===== config.mk =====
export PLATFORM = sky130hd
export DESIGN_NAME = fmul_arb_flat
export DESIGN_NICKNAME = d
export VERILOG_FILES = /design/src/rtl/fmul_arb_if.sv /design/src/rtl/fmul_arb.sv /design/src/flat_wrapper.sv
export SDC_FILE = /design/constraint.sdc
export NUM_CORES = 1
export LEC_CHECK = 0
export CAP_MARGIN = 10
export CELL_PAD_IN_SITES_DETAIL_PLACEMENT = 0
export CELL_PAD_IN_SITES_GLOBAL_PLACEMENT = 1
export CORE_MARGIN = 1
export CORE_UTILIZATION = 27
export DETAILED_ROUTE_END_ITERATION = 10
export PLACE_DENSITY = 0.77
export SYNTH_ARGS = -nofsm -noshare
export SYNTH_HDL_FRONTEND = slang
export SYNTH_SLANG_ARGS = --single-unit

===== constraint.sdc =====
create_clock -name clk -period 4.2 [get_ports clk]
set_input_delay 0.63 -clock clk [delete_from_list [all_inputs] [get_ports clk]]
set_output_delay 0.63 -clock clk [all_outputs]
set_load 0.05 [all_outputs]

===== src/rtl/fmul_arb_if.sv =====
// Bundle of the two requester channels, the response channels and the
// shared-multiplier connection used by fmul_arb.
//   master : requester side (issues ops, consumes results)
//   slave  : the arbiter itself
//   mult   : the external combinational multiplier
// clk/rst are not carried here; they remain plain ports on the arbiter.
interface fmul_arb_if;
  // Requester A
  logic        a_valid;
  logic        a_ready;
  logic [31:0] a_x1;
  logic [31:0] a_x2;
  logic        a_rsp_valid;
  logic        a_rsp_ready;
  logic [31:0] a_y;
  // Requester B
  logic        b_valid;
  logic        b_ready;
  logic [31:0] b_x1;
  logic [31:0] b_x2;
  logic        b_rsp_valid;
  logic        b_rsp_ready;
  logic [31:0] b_y;
  // Shared multiplier
  logic [31:0] fm_x1;
  logic [31:0] fm_x2;
  logic [31:0] fm_y;
  // Status
  logic        busy;

  modport master (
    output a_valid, a_x1, a_x2, a_rsp_ready,
    output b_valid, b_x1, b_x2, b_rsp_ready,
    input  a_ready, a_rsp_valid, a_y,
    input  b_ready, b_rsp_valid, b_y,
    input  busy
  );

  modport slave (
    input  a_valid, a_x1, a_x2, a_rsp_ready,
    input  b_valid, b_x1, b_x2, b_rsp_ready,
    output a_ready, a_rsp_valid, a_y,
    output b_ready, b_rsp_valid, b_y,
    output fm_x1, fm_x2,
    input  fm_y,
    output busy
  );

  modport mult (
    input  fm_x1, fm_x2,
    output fm_y
  );
endinterface


===== src/rtl/fmul_arb.sv =====
// fmul_arb: round-robin arbiter/sequencer sharing one combinational
// single-precision multiplier between requesters A and B.
//   clk  : rising-edge clock
//   rst  : asynchronous active-high reset
//   bus  : fmul_arb_if.slave -- request/response channels for A and B,
//          multiplier operands (fm_x1/fm_x2) and product (fm_y), busy.
// Pipeline: request handshake -> operand stage S1 (drives multiplier)
// -> per-requester response register. Results are bit-exact fm_y.
module fmul_arb #(
  parameter int RR_INIT = 0  // requester favoured after reset: 0 = A, 1 = B
) (
  input  logic       clk,
  input  logic       rst,
  fmul_arb_if.slave  bus
);

  // Operand stage
  logic        s1_valid;
  logic        s1_id;      // 0 = A, 1 = B
  logic [31:0] s1_x1;
  logic [31:0] s1_x2;

  // Response registers
  logic        rsp_valid_a;
  logic        rsp_valid_b;
  logic [31:0] y_a;
  logic [31:0] y_b;

  // Round-robin pointer: 0 favours A, 1 favours B
  logic        ptr;

  logic elig_a, elig_b;
  logic grant_a, grant_b;
  logic hs_a, hs_b;

  // A requester is eligible when it has no op in S1 (which would collide
  // with its own response slot) and its response slot is free or being
  // popped this cycle, so S1 always writes into a free slot.
  assign elig_a = !(s1_valid && !s1_id) && (!rsp_valid_a || bus.a_rsp_ready);
  assign elig_b = !(s1_valid &&  s1_id) && (!rsp_valid_b || bus.b_rsp_ready);

  // A takes the grant when favoured, or when B cannot use it. B only loses
  // if A both holds the grant and is actually requesting, so ready never
  // depends on the same port's valid.
  assign grant_a = elig_a && (!ptr || !bus.b_valid || !elig_b);
  assign grant_b = elig_b && !(grant_a && bus.a_valid);

  assign hs_a = bus.a_valid && grant_a;
  assign hs_b = bus.b_valid && grant_b;

  assign bus.a_ready     = grant_a;
  assign bus.b_ready     = grant_b;
  assign bus.fm_x1       = s1_x1;
  assign bus.fm_x2       = s1_x2;
  assign bus.a_rsp_valid = rsp_valid_a;
  assign bus.b_rsp_valid = rsp_valid_b;
  assign bus.a_y         = y_a;
  assign bus.b_y         = y_b;
  assign bus.busy        = s1_valid | rsp_valid_a | rsp_valid_b;

  // Operand stage and arbitration pointer.
  // NOTE: sequential state uses non-blocking assignments so every register
  // samples pre-edge values regardless of statement order.
  always_ff @(posedge clk or posedge rst) begin
    if (rst) begin
      s1_valid <= 1'b0;
      s1_id    <= 1'b0;
      s1_x1    <= '0;
      s1_x2    <= '0;
      ptr      <= 1'(RR_INIT);
    end else begin
      s1_valid <= hs_a | hs_b;
      if (hs_a) begin
        s1_id <= 1'b0;
        s1_x1 <= bus.a_x1;
        s1_x2 <= bus.a_x2;
        ptr   <= 1'b1;
      end else if (hs_b) begin
        s1_id <= 1'b1;
        s1_x1 <= bus.b_x1;
        s1_x2 <= bus.b_x2;
        ptr   <= 1'b0;
      end
    end
  end

  // Response registers. The S1 write is placed after the pop so that, were
  // both to hit the same slot at one edge, the new result would win; the
  // eligibility rule keeps that from happening.
  always_ff @(posedge clk or posedge rst) begin
    if (rst) begin
      rsp_valid_a <= 1'b0;
      rsp_valid_b <= 1'b0;
      y_a         <= '0;
      y_b         <= '0;
    end else begin
      if (rsp_valid_a && bus.a_rsp_ready) rsp_valid_a <= 1'b0;
      if (rsp_valid_b && bus.b_rsp_ready) rsp_valid_b <= 1'b0;
      if (s1_valid && !s1_id) begin
        rsp_valid_a <= 1'b1;
        y_a         <= bus.fm_y;
      end
      if (s1_valid && s1_id) begin
        rsp_valid_b <= 1'b1;
        y_b         <= bus.fm_y;
      end
    end
  end

endmodule


===== src/flat_wrapper.sv =====
// flat-port wrapper written by rule: the top's interface ports become plain ports
module fmul_arb_flat 
#(
  parameter int RR_INIT = 0                                                 
)
  (clk, rst, bus_a_valid, bus_a_x1, bus_a_x2, bus_a_rsp_ready, bus_b_valid, bus_b_x1, bus_b_x2, bus_b_rsp_ready, bus_a_ready, bus_a_rsp_valid, bus_a_y, bus_b_ready, bus_b_rsp_valid, bus_b_y, bus_fm_x1, bus_fm_x2, bus_fm_y, bus_busy);
  fmul_arb_if bus_i ();
  input  logic clk;
  input  logic rst;
  input wire logic [$bits(bus_i.a_valid)-1:0] bus_a_valid;
  input wire logic [$bits(bus_i.a_x1)-1:0] bus_a_x1;
  input wire logic [$bits(bus_i.a_x2)-1:0] bus_a_x2;
  input wire logic [$bits(bus_i.a_rsp_ready)-1:0] bus_a_rsp_ready;
  input wire logic [$bits(bus_i.b_valid)-1:0] bus_b_valid;
  input wire logic [$bits(bus_i.b_x1)-1:0] bus_b_x1;
  input wire logic [$bits(bus_i.b_x2)-1:0] bus_b_x2;
  input wire logic [$bits(bus_i.b_rsp_ready)-1:0] bus_b_rsp_ready;
  output wire logic [$bits(bus_i.a_ready)-1:0] bus_a_ready;
  output wire logic [$bits(bus_i.a_rsp_valid)-1:0] bus_a_rsp_valid;
  output wire logic [$bits(bus_i.a_y)-1:0] bus_a_y;
  output wire logic [$bits(bus_i.b_ready)-1:0] bus_b_ready;
  output wire logic [$bits(bus_i.b_rsp_valid)-1:0] bus_b_rsp_valid;
  output wire logic [$bits(bus_i.b_y)-1:0] bus_b_y;
  output wire logic [$bits(bus_i.fm_x1)-1:0] bus_fm_x1;
  output wire logic [$bits(bus_i.fm_x2)-1:0] bus_fm_x2;
  input wire logic [$bits(bus_i.fm_y)-1:0] bus_fm_y;
  output wire logic [$bits(bus_i.busy)-1:0] bus_busy;
  assign bus_i.a_valid = bus_a_valid;
  assign bus_i.a_x1 = bus_a_x1;
  assign bus_i.a_x2 = bus_a_x2;
  assign bus_i.a_rsp_ready = bus_a_rsp_ready;
  assign bus_i.b_valid = bus_b_valid;
  assign bus_i.b_x1 = bus_b_x1;
  assign bus_i.b_x2 = bus_b_x2;
  assign bus_i.b_rsp_ready = bus_b_rsp_ready;
  assign bus_a_ready = bus_i.a_ready;
  assign bus_a_rsp_valid = bus_i.a_rsp_valid;
  assign bus_a_y = bus_i.a_y;
  assign bus_b_ready = bus_i.b_ready;
  assign bus_b_rsp_valid = bus_i.b_rsp_valid;
  assign bus_b_y = bus_i.b_y;
  assign bus_fm_x1 = bus_i.fm_x1;
  assign bus_fm_x2 = bus_i.fm_x2;
  assign bus_i.fm_y = bus_fm_y;
  assign bus_busy = bus_i.busy;
  fmul_arb #(.RR_INIT(RR_INIT)) u_core (.clk(clk), .rst(rst), .bus(bus_i));
endmodule

==> impl_metrics.csv <==
group,metric,value,unit
outcome,run_status,"complete, no violations",
grt,grt_first_pass_wirelength,26500,um
cells_and_area,layout.filler_cells,1755,
cells_and_area,area.growth.synth_to_final,69.4,%
job,cap_violations,0,
clock_network,clkLatencyLatePin,420,ps
route,antenna_violating_nets_post_route,0,
pwr,total_power,9280,uW
floorplan,placeableCoreArea,20200,sq um
clock_network,hold_buffers,0,
timing,drv_slew,0,
synth,synth_cell_types,24,
setup_path,maximum_fanout_along_the_worst_path,4,
grt,grt_util_met3,0.0674,
route,route.detailed.wl_per_inst,17.7,um
placement,placed_area,8780,sq um
worst_hold_path,hp-start,"u_core.bus.b_y[17]",
route,detailed_router_iteration_count_before_antenna_repair,4,
timing,fmax,0.324,GHz
route,totalWireLength,16900,um
synth,ys_ff_latch,133,
timing,hold_viol_final,0,
setup_path,worst-r2r-cell-count,6,
timing,setup_viol,0,
setup_path,worstSetupPathType,"input port to output pin",
synth,synth_top_flop_cell,"sky130_fd_sc_hd__dfrtp_1",
grt,met2_usage_grt,0.257,
grt,grt_util_all_layers,0.163,
setup_path,worst_ep_required_time,3570,ps
route,routed-via-count,4459,
clock_network,cts_htree_levels,4,
timing,setup-tns-final,0,ps
timing,finalWorstPathRequiredPeriod,3090,ps
floorplan,vertical_extent_of_the_die,146,um
route,post_drt_via_cell_ratio,4.67,
route,drt_initial_violations,181,
timing,finalClockSkew,8.87,ps
synth,synth.avg_cell_area,14.6,sq um
clock_network,cts.path.max_buffers,2,
pwr,power.ir.vdd_worst,0.402,mV
placement,place.detailed.instances,922,
grt,busiest_layer_in_global_routing,"met2",
clock_network,ctsRootBufferMaster,"sky130_fd_sc_hd__clkbuf_16",
route,drcViolationCount,0,
clock_network,post_cts_buffers,0,
setup_path,critPathCaptureType,"output pin",
synth,synth_cells,382,
synth,post-synth-top-count-cell,"sky130_fd_sc_hd__dfrtp_1",
clock_network,cts_inserted_buffers,17,
timing,fin_crit_sh,0.735,
worst_hold_path,hold_path_class,"flop to flop",
synth,synth_enable_flop_cells,0,
pwr,static-leakage-power,0.00366,uW
clock_network,worst_setup_hold_path_clk_slew,60,ps
clock_network,post_cts_resized,0,
clock_network,tritoncts,"built",
placement,place.gp.congestion,0.800,
synth,post_synth_instance_area,5570,sq um
synth,synth.top_cells.by_area,"sky130_fd_sc_hd__dfrtp_1 60%, sky130_fd_sc_hd__mux2_2 13%, sky130_fd_sc_hd__o221a_2 12%",
setup_path,start_point_of_the_critical_path,"bus_b_rsp_ready",
synth,synth_largest_type_area_fraction,0.597,
floorplan,initial_core_util,0.275,
setup_path,critical_path.startpoint_type,"input port",
synth,synth_commonest_cells,"133 x sky130_fd_sc_hd__dfrtp_1, 64 x sky130_fd_sc_hd__mux2_2, 64 x sky130_fd_sc_hd__nand3b_1",
synth,yosysTopAreaCell,"sky130_fd_sc_hd__dfrtp_1",
cells_and_area,instances_no_fill,955,
timing,slew-limit-headroom,0.526,
grt,grt_total_ovfl,0,
pwr,power_density,983,nW/um^2
cells_and_area,share_of_cells_above_drive_strength_1,0.251,
grt,grt_pass1_vias,4797,
timing,grt_setup_unrepaired,"no",
cells_and_area,multi_input_comb_area,2050,sq um
synth,postSynthNetCount,548,
floorplan,num_io_pins,299,
floorplan,rows,52,
grt,grt_max_degree,129,
worst_hold_path,timing.hold.worst_path_depth,1,
setup_path,worst_reg2reg_startpoint,"u_core.s1_valid",
grt,met1_track_demand_over_resource,0.197,
floorplan,chipWidth,146,um
cells_and_area,layout.area.seq,3330,sq um
placement,io_buffer_count,298,
grt,number_of_antenna_violations_at_the_first_check_in_global_routing,1,
setup_path,cp.arrival,2460,ps
synth,synthArstFlopShare,1.00,
timing,worst-slew-pin-transition,711,ps
floorplan,design.die.area,21200,sq um
clock_network,clock_sinks,133,
cells_and_area,final_core_util,0.466,
placement,dp_hpwl,11800,um
synth,yosysWarnings,0,
synth,synth_sequential_area_ratio,0.597,
cells_and_area,finish.net_count,838,
cells_and_area,design_area,9440,sq um
cell usage in the layout, fill, tap and decap left out, types with 3 or more instances in the layout:
cell and count:
sky130_fd_sc_hd__buf_4 7, sky130_fd_sc_hd__clkbuf_16 17, sky130_fd_sc_hd__o221a_2 60, sky130_fd_sc_hd__o221a_1 4, sky130_fd_sc_hd__nand3b_1 64, sky130_fd_sc_hd__clkinv_4 4
sky130_fd_sc_hd__mux2_2 64, sky130_fd_sc_hd__clkdlybuf4s50_1 297, sky130_fd_sc_hd__bufinv_16 4, sky130_fd_sc_hd__dfrtp_1 133, sky130_fd_sc_hd__nand2_1 4, sky130_fd_sc_hd__inv_6 3
logic make-up after synthesis:
family          synth area share
simple gates               0.103
compound gates             0.134
buf+inv                   0.0364
mux                        0.129
flops                      0.597
per-stage QoR:
| step | hold slack, ps | setup slack [ps] |
|---|---|---|
| floorplan | 498 | 15.6 |
| global placement | 486 | 1020 |
| detailed placement | 495 | 970 |
| CTS | 508 | 1060 |
| global route | 516 | 963 |
| finish | 506 | 1110 |
registers in the layout, indices dropped and copies added, names as in the netlist:
| register | flops |
|---|---|
| u_core.bus.a_y | 32 |
| u_core.ptr | 1 |
| u_core.bus.b_rsp_valid | 1 |
| u_core.s1_id | 1 |
| u_core.bus.fm_x1 | 32 |
| u_core.bus.a_rsp_valid | 1 |
| u_core.s1_valid | 1 |
| u_core.bus.fm_x2 | 32 |
| u_core.bus.b_y | 32 |
final timing paths:
kind | to | slack [ps]
min in group asynchronous | u_core.bus.fm_x1[19] | 630
max in group asynchronous | u_core.bus.b_y[23] | 2750
min reg2reg | u_core.bus.b_y[17] | 510
max reg2reg | u_core.bus.fm_x2[29] | 1550
min | u_core.bus.b_y[17] | 510
max | bus_b_ready | 1110
cell type report:
cell class	instances	share of cell area
clock buffers	17	0.0451
flip-flops and latches	133	0.353
diodes	1	0.000265
inverters	3	0.00172
repair buffers	306	0.326
well taps	270	0.0358
clock inverters	14	0.0213
multi-input cells	211	0.218
per-layer routing:
metal	wire length, um	share of wire	vias to the layer above
met4	326	0.019	0
met3	1420	0.084	26
met1	7080	0.42	2156
met5	0	0	-
met2	8060	0.48	226
li1	-	-	2051
critical path: stages:
cell                              delay, ps
sky130_fd_sc_hd__clkdlybuf4s50_1        450
sky130_fd_sc_hd__nand2b_1               110
sky130_fd_sc_hd__and2_1                 200
sky130_fd_sc_hd__inv_1                   80
sky130_fd_sc_hd__a21oi_1                120
sky130_fd_sc_hd__clkdlybuf4s50_1        870
where the power goes:
| group | switching [uW] | total [uW] | internal [uW] | leakage [uW] |
|---|---|---|---|---|
| clock network | 602 | 1600 | 1000 | 0.000306 |
| logic | 3340 | 5360 | 2030 | 0.00184 |
| registers | 375 | 2310 | 1940 | 0.00151 |
(Power assumes the default switching activity.)
